File: src/rtl/page_transfer_controller.sv
// Page transfer controller: round-robin arbitration of per-core page-out/page-in
// requests, sequencing 16 rows of 256 bits between core local memory and main memory.
module page_transfer_controller #(
  parameter int NUM_CORES = 2,
  parameter int CORE_ID_W = 1
) (
  input  logic                      clock,
  input  logic                      reset,
  input  logic [NUM_CORES-1:0]      out_ready,
  input  logic [8*NUM_CORES-1:0]    out_local_page,
  input  logic [32*NUM_CORES-1:0]   out_main_page,
  output logic [NUM_CORES-1:0]      out_accepted,
  input  logic [NUM_CORES-1:0]      in_request,
  input  logic [8*NUM_CORES-1:0]    in_local_page,
  input  logic [32*NUM_CORES-1:0]   in_main_page,
  output logic [NUM_CORES-1:0]      in_done,
  output logic [7:0]                core_local_page,
  output logic [3:0]                core_offset,
  output logic [255:0]              core_data,
  output logic [NUM_CORES-1:0]      core_write_page_in,
  input  logic [256*NUM_CORES-1:0]  core_row_data,
  output logic                      mem_req,
  output logic                      mem_we,
  output logic [35:0]               mem_addr,
  output logic [255:0]              mem_wdata,
  input  logic [255:0]              mem_rdata,
  input  logic                      mem_ack,
  output logic                      busy,
  output logic [CORE_ID_W-1:0]      grant_id
);

  localparam logic [2:0] IDLE     = 3'd0;
  localparam logic [2:0] OUT_ADDR = 3'd1;
  localparam logic [2:0] OUT_MEM  = 3'd2;
  localparam logic [2:0] IN_MEM   = 3'd3;
  localparam logic [2:0] IN_WRITE = 3'd4;
  localparam logic [2:0] DONE     = 3'd5;

  logic [2:0]           state;
  logic [CORE_ID_W-1:0] rr_ptr;
  logic [CORE_ID_W-1:0] id_q;
  logic                 dir_out_q;
  logic [7:0]           local_page_q;
  logic [31:0]          main_page_q;
  logic [3:0]           offset_q;
  logic [255:0]         rdata_q;
  logic [255:0]         wdata_q;
  logic                 wdata_held;

  logic [2*NUM_CORES-1:0] req_dbl, out_dbl;
  logic [NUM_CORES-1:0]   req_rot, out_rot;
  logic [CORE_ID_W:0]     id_sum;
  logic                   arb_found, arb_out;
  logic [CORE_ID_W-1:0]   arb_id;

  // Rotate the request vector so bit 0 is the core at the round-robin pointer.
  // NOTE: every variable driven here gets a default first, so no latch can be inferred.
  always_comb begin
    req_dbl   = {out_ready | in_request, out_ready | in_request};
    out_dbl   = {out_ready, out_ready};
    req_rot   = NUM_CORES'(req_dbl >> rr_ptr);
    out_rot   = NUM_CORES'(out_dbl >> rr_ptr);
    arb_found = 1'b0;
    arb_out   = 1'b0;
    arb_id    = '0;
    id_sum    = '0;
    for (int i = 0; i < NUM_CORES; i++) begin
      if (!arb_found && req_rot[i]) begin
        arb_found = 1'b1;
        arb_out   = out_rot[i];
        id_sum    = {1'b0, rr_ptr} + (CORE_ID_W+1)'(i);
        if (id_sum >= (CORE_ID_W+1)'(NUM_CORES))
          id_sum = id_sum - (CORE_ID_W+1)'(NUM_CORES);
        arb_id = id_sum[CORE_ID_W-1:0];
      end
    end
  end

  logic [7:0]   sel_local_page;
  logic [31:0]  sel_main_page;
  logic [255:0] row_sel;

  always_comb begin
    sel_local_page     = '0;
    sel_main_page      = '0;
    row_sel            = '0;
    core_write_page_in = '0;
    out_accepted       = '0;
    in_done            = '0;
    for (int i = 0; i < NUM_CORES; i++) begin
      if (arb_id == CORE_ID_W'(i)) begin
        sel_local_page = arb_out ? out_local_page[8*i +: 8]  : in_local_page[8*i +: 8];
        sel_main_page  = arb_out ? out_main_page[32*i +: 32] : in_main_page[32*i +: 32];
      end
      if (id_q == CORE_ID_W'(i)) begin
        row_sel               = core_row_data[256*i +: 256];
        core_write_page_in[i] = (state == IN_WRITE);
        out_accepted[i]       = (state == DONE) && dir_out_q;
        in_done[i]            = (state == DONE) && !dir_out_q;
      end
    end
  end

  // NOTE: sequential state uses non-blocking assignments only, so every register
  // samples the pre-edge values of its neighbours.
  // NOTE: the wide data registers are reset as well because every output must read zero in reset.
  always_ff @(posedge clock or posedge reset) begin
    if (reset) begin
      state        <= IDLE;
      rr_ptr       <= '0;
      id_q         <= '0;
      dir_out_q    <= 1'b0;
      local_page_q <= '0;
      main_page_q  <= '0;
      offset_q     <= '0;
      rdata_q      <= '0;
      wdata_q      <= '0;
      wdata_held   <= 1'b0;
    end else begin
      case (state)
        IDLE: if (arb_found) begin
          id_q         <= arb_id;
          dir_out_q    <= arb_out;
          local_page_q <= sel_local_page;
          main_page_q  <= sel_main_page;
          offset_q     <= '0;
          state        <= arb_out ? OUT_ADDR : IN_MEM;
        end
        OUT_ADDR: begin
          wdata_held <= 1'b0;
          state      <= OUT_MEM;
        end
        OUT_MEM: begin
          // Row data arrives in the first OUT_MEM cycle; freeze it for any ack wait.
          if (!wdata_held) begin
            wdata_q    <= row_sel;
            wdata_held <= 1'b1;
          end
          if (mem_ack) begin
            if (offset_q == 4'd15) state <= DONE;
            else begin
              offset_q <= offset_q + 4'd1;
              state    <= OUT_ADDR;
            end
          end
        end
        IN_MEM: if (mem_ack) begin
          rdata_q <= mem_rdata;
          state   <= IN_WRITE;
        end
        IN_WRITE: begin
          if (offset_q == 4'd15) state <= DONE;
          else begin
            offset_q <= offset_q + 4'd1;
            state    <= IN_MEM;
          end
        end
        DONE: begin
          rr_ptr <= (id_q == CORE_ID_W'(NUM_CORES-1)) ? '0 : id_q + CORE_ID_W'(1);
          state  <= IDLE;
        end
        default: state <= IDLE;
      endcase
    end
  end

  assign busy            = (state != IDLE);
  assign grant_id        = id_q;
  assign core_local_page = local_page_q;
  assign core_offset     = offset_q;
  assign core_data       = rdata_q;
  assign mem_req         = (state == OUT_MEM) || (state == IN_MEM);
  assign mem_we          = (state == OUT_MEM);
  assign mem_addr        = {main_page_q, offset_q};
  assign mem_wdata       = (state == OUT_MEM) ? (wdata_held ? wdata_q : row_sel) : '0;

endmodule

File: config.mk
export PLATFORM = sky130hd
export DESIGN_NAME = page_transfer_controller
export DESIGN_NICKNAME = d
export VERILOG_FILES = /design/src/rtl/page_transfer_controller.sv
export SDC_FILE = /design/constraint.sdc
export NUM_CORES = 1
export LEC_CHECK = 0
export BUFFER_PORTS_ARGS = -buffer_cell sky130_fd_sc_hd__buf_2
export CAP_MARGIN = 40
export CORE_AREA = 2 2 583 585
export CTS_CLUSTER_DIAMETER = 200
export DETAILED_ROUTE_END_ITERATION = 8
export DIE_AREA = 0 0 585 587
export HOLD_SLACK_MARGIN = 0.02
export PLACE_DENSITY = 0.3
export SKIP_LAST_GASP = 1
export SYNTH_ARGS = -nofsm -noshare
export SYNTH_HDL_FRONTEND = slang
export SYNTH_SLANG_ARGS = --single-unit
File: constraint.sdc
create_clock -name clock -period 27.6 [get_ports clock]
set_clock_uncertainty 0.15 [all_clocks]
set_input_delay 6.9 -clock clock [delete_from_list [all_inputs] [get_ports clock]]
set_output_delay 6.9 -clock clock [all_outputs]
set_load 0.1 [all_outputs]
After elaboration in Yosys (flattened, before gate mapping)
Index checks and enable logic that the tools add are counted.
{ "totals": {"ff_bits": 563, "latchBits": 0, "mem_bits_rw": 0, "rom_bits": 0, "inputBits": 935, "out_inout_bits": 570, "mem_count": 0} }
{ "op_classes": {"n_addsub": 5, "multipliers": 0, "div_mod_pow": 0, "magnitude_cmp": 2, "n_eq_ne": 9, "shift": 2, "n_mux": 36, "bitwise": 1, "n_reduce_logical": 14} }
{ "ops": {"columns": ["operator", "n"], "rows": [
  ["$mux W256", 3],
  ["$mux W32", 3],
  ["$mux W8", 3],
  ["$mux W1", 15],
  ["$mux W3", 5],
  ["$pmux W3 S5", 1],
  ["$mux W4", 3],
  ["$pmux W4 S3", 1],
  ["$shr A4 B1 Y2", 2],
  ["$eq A3 B2 Y1 const B", 2],
  ["$eq A3 B3 Y1 const B", 2],
  ["$reduce_and A3 Y1", 2],
  ["$reduce_bool A3 Y1", 2],
  ["$add A4 B1 Y4 const B", 1],
  ["$eq A4 B4 Y1 const B", 1],
  ["$ne A2 B2 Y1 const B", 2],
  ["$reduce_and A2 Y1", 2],
  ["$eq A3 B1 Y1 const B", 1],
  ["$logic_and A1 B1 Y1", 3],
  ["$logic_not A3 Y1", 1],
  ["$add A1 B1 Y2 const B", 1],
  ["$ge A1 B2 Y1 const B", 1],
  ["$ge A2 B2 Y1 const B", 1],
  ["$logic_not A1 Y1", 2],
  ["other kinds (8)", 9]
]} }

Longest topological paths before layout
{ "depth": {"word_depth": 9, "depth_mapped": 9, "mapped_depth_nobuf": 6} }

Least setup slack after synthesis
No wires, ideal clock.
{ "synth_timing": {"path_kind": "input-to-output", "startpoint": "input core_row_data[356]", "endpoint": "output mem_wdata[100]", "arrival_ps": 8361, "required_ps": 20550, "setup_slack_ps": 12189, "stages": 4, "path_buffers": 0, "cell_sequence": "mux2i_1 nor2_1 a21oi_1 nor2_1"} }
{ "synth_between": {"elab_chain_cells": 3} }
{ "synth_rtl": {"columns": ["element", "line_no", "text"], "rows": [
  ["start: declaration", "21", "input logic [256*NUM_CORES-1:0] core_row_data,"],
  ["$mux W256", "95", "if (id_q == CORE_ID_W'(i)) begin"],
  ["$mux W256 (2 in series)", "175", "assign mem_wdata = (state == OUT_MEM) ? (wdata_held ? wdata_q : row_sel) : '0;"],
  ["end: declaration", "25", "output logic [255:0] mem_wdata,"]
]} }
Every way passes these cells.

Final worst setup path
{ "layout_timing": {"startpoint": "input core_row_data[262]", "endpoint": "output mem_wdata[6]"} }
Same word-level chain as after synthesis.

==> metrics.md <==
| Metric | Value |
|---|---|
| Clock root buffer | sky130_fd_sc_hd__clkbuf_16 |
| Summed instance area of the synthesized netlist | 0.02784 sq mm |
| Capture endpoint of the worst hold path | core_local_page[3] |
| Clock period minus worst slack | 15.74 ns |
| Buffer levels on the longest clock path | 4 |
| Register-to-register path setup slack | 22.20 ns |
| Number of standard-cell rows in the floorplan | 214 |
| Horizontal extent of the die | 585 um |
| Async S/R FF share, synth | 100.0% |
| Number of global-route vias before repair | 28420 |
| Final setup vio count | 0 |
| Arrival @ worst endpoint | 8.69 ns |
| Number of pins exceeding their max-slew limit in the final report | 0 |
| Global-route wire length before repair | 311000 um |
| Average via count per standard cell | 3.193 |
| Synth top area share | 50.60% |
| Terminus of the critical flop-to-flop path | wdata_q[16] |
| Max Cap Violations | 0 |
| Remaining global-route overflow | 0 |
| Area of the multi-input gates | 0.01270 sq mm |
| Overall via count from detail_route | 28430 |
| Number of hold buffers added after CTS | 0 |
| Antenna violations before repair | 217 |
| Final layout net count | 5197 |
| Clock network latency to the later pin of the worst-skew pair | 0.81 ns |
| Category of the critical setup timing path | in2out |
| CP startpoint kind | input pin |
| Type of the worst min-delay path | reg2reg |
| Total half-perimeter wirelength after legalization and detailed placement | 215200 um |
| Final TNS setup | 0 ns |
| Count of synthesis-stage warnings from yosys | 0 |
| Floorplan Core Area | 0.3379 sq mm |
| Level count of the clock H-tree | 3 |
| Most frequent cells in the layout | sky130_fd_sc_hd__buf_2 (1504), sky130_fd_sc_hd__nor2_1 (775), sky130_fd_sc_hd__dfrtp_1 (561), sky130_fd_sc_hd__a21oi_1 (531), sky130_fd_sc_hd__mux2i_1 (279) |
| Count of clock tree sinks | 563 |
| Hold depth | 2 |
| Share of post-route cells with drive strength above 1 | 45.97% |
| Gr usage total | 13.96% |
| Fraction of met3 tracks used by global routing | 7.103% |
| Final Hold Vio Count | 0 |
| Relative slew slack | 31.88% |
| Library cell with the largest summed area after synthesis | sky130_fd_sc_hd__dfrtp_1 |
| Antenna Violating Nets Remaining | 0 |
| Number of different library cells in the post-synthesis netlist | 41 |
| Io pins | 1505 |
| Final non-filler cell total | 8903 |
| Maximum fanout count along the critical path | 2 |
| Seq cells post-synth | 563 |
| Worst reg-to-reg path cell count | 9 |
| Die Area | 0.3434 sq mm |
| Setup repair after global routing missed its margin | false |
| Buffer count from post-CTS setup fixing | 0 |
| Sequential cell area | 0.01410 sq mm |
| Worst slack at placement | 11.64 ns |
| Placer congestion estimate | 0.9084 |
| TritonCTS clock tree | done |
| Post-Route Utilization | 12.96% |
| Hold path start | core_local_page[3] |
| Count of flip-flops with a built-in enable after synthesis | 0 |
| Synth Flop Type | sky130_fd_sc_hd__dfrtp_1 |
| Inserted Clock Buffers | 88 |
| Die boundary height | 587 um |
| Final critical-path share of the clock period | 57.03% |
| Average size of a mapped cell | 9.817 sq um |
| Count of placed standard cells including taps | 8707 |
| Critical path endpoint category | output pin |
| Sequential cell area fraction in the yosys report | 50.60% |
| Synth top area cells | sky130_fd_sc_hd__dfrtp_1 (51%), sky130_fd_sc_hd__nor2_1 (10%), sky130_fd_sc_hd__mux2_2 (10%) |
| Port buffer count | 1504 |
| Actual transition at the worst max-transition pin | 1.011 ns |
| M1 GR Usage | 13.28% |
| Achievable clock frequency | 63.53 MHz |
| Layout-stage area growth over the synthesis result | 57.27% |
| Pin count of the biggest net entering global routing | 164 |
| CTS-repair resized insts | 0 |
| Iteration-0 DRC Markers | 1567 |
| Most common cell after layout, fill and taps aside | sky130_fd_sc_hd__buf_2 |
| Data required time of the worst path | 20.55 ns |
| Per-cell routed wire length | 28.04 um |
| Effective utilization at floorplan | 8.239% |
| Most utilized layer in the global route result | met2 |
| Number of iterations in the first detailed-routing pass | 5 |
| Wirelength, routed | 249600 um |
| Clock transition at the registers of the reported paths | 0.06 ns |
| Startpoint of the most critical register-to-register path | state[2] |
| Status | finished clean |
| Syn Nets | 3772 |
| Post-route DRC violation count | 0 |
| Met2 usage in global routing | 25.03% |
| FILL cells | 38990 |
| Post-synthesis cell count | 2836 |
| PnR worst setup slack | 11.86 ns |
[Yosys cell counts, drive strengths merged (2+ instances only)]
| library cell | n |
|---|---|
| clkbuf | 80 |
| buf | 150 |
| o211ai | 23 |
| mux2i | 279 |
| xnor2 | 4 |
| mux2 | 273 |
| nand3 | 21 |
| o221ai | 23 |
| nor2 | 779 |
| a21o | 2 |
| and3 | 2 |
| inv | 8 |
| nor3 | 5 |
| a221o | 17 |
| nand2b | 2 |
| dfrtp | 563 |
| nand2 | 33 |
| o21ai | 27 |
| a21oi | 532 |
[critical path, cell delays in order]
cell and delay, ns:
sky130_fd_sc_hd__buf_2 0.10, sky130_fd_sc_hd__mux2i_1 0.34, sky130_fd_sc_hd__nor2_1 0.08, sky130_fd_sc_hd__a21oi_1 0.48
sky130_fd_sc_hd__nor2_1 0.26, sky130_fd_sc_hd__buf_6 0.22, sky130_fd_sc_hd__buf_2 0.30
[through the flow]
step,hold WS [ns],instance area (sq um)
6_report,0.3511,43780
5_1_grt,0.3688,43770
4_1_cts,0.3520,43680
3_5_place_dp,0.3369,40770
3_3_place_gp,0.3284,40400
2_1_floorplan,0.3444,27840
[sequential cells by signal, indices dropped and copies added, names as in the netlist]
name	cells
grant_id	1
core_offset	4
wdata_q	256
state	3
core_data	256
rr_ptr	1
dir_out_q	1
core_local_page	8
main_page_q	32
wdata_held	1
[kinds of logic after synthesis]
kind of cell	after synthesis	synth area share, %
and+or+nand+nor	847	11.72
buffers and inverters	238	3.973
DFF	563	50.60
adders and majority gates	1	0.04493
muxes	552	21.26
xor gates and xnor gates	5	0.1573
AOI/OAI and AO/OA	630	12.24
[layer usage]
metal,part of all wire [%],vias up
li1,-,12680
met1,33,13630
met2,50,1534
met3,12,547
met4,4.9,36
met5,0.092,-
[how the worst max path moves through the flow]
stage | to | cells past startpoint | from
6_report | mem_wdata[6] | 7 | core_row_data[262]
2_1_floorplan | core_data[0] | 1 | reset
3_5_place_dp | mem_wdata[6] | 7 | core_row_data[262]
3_3_place_gp | mem_wdata[6] | 6 | core_row_data[262]
5_1_grt | mem_wdata[6] | 7 | core_row_data[262]
4_1_cts | mem_wdata[6] | 7 | core_row_data[262]
[layout make-up]
type	count	area share, %
Antenna cell	42	0.2400
Clock buffer	127	5.824
Clock inverter	27	0.8259
Inverter	8	0.08573
Multi-Input combinational cell	2035	29.01
Sequential cell	563	32.19
Tap cell	4536	12.96
Timing Repair Buffer	1565	18.86
Power is left out: the tool's default activity adds up to more than one toggle a clock period on the data nets, which glitch-free logic cannot reach.
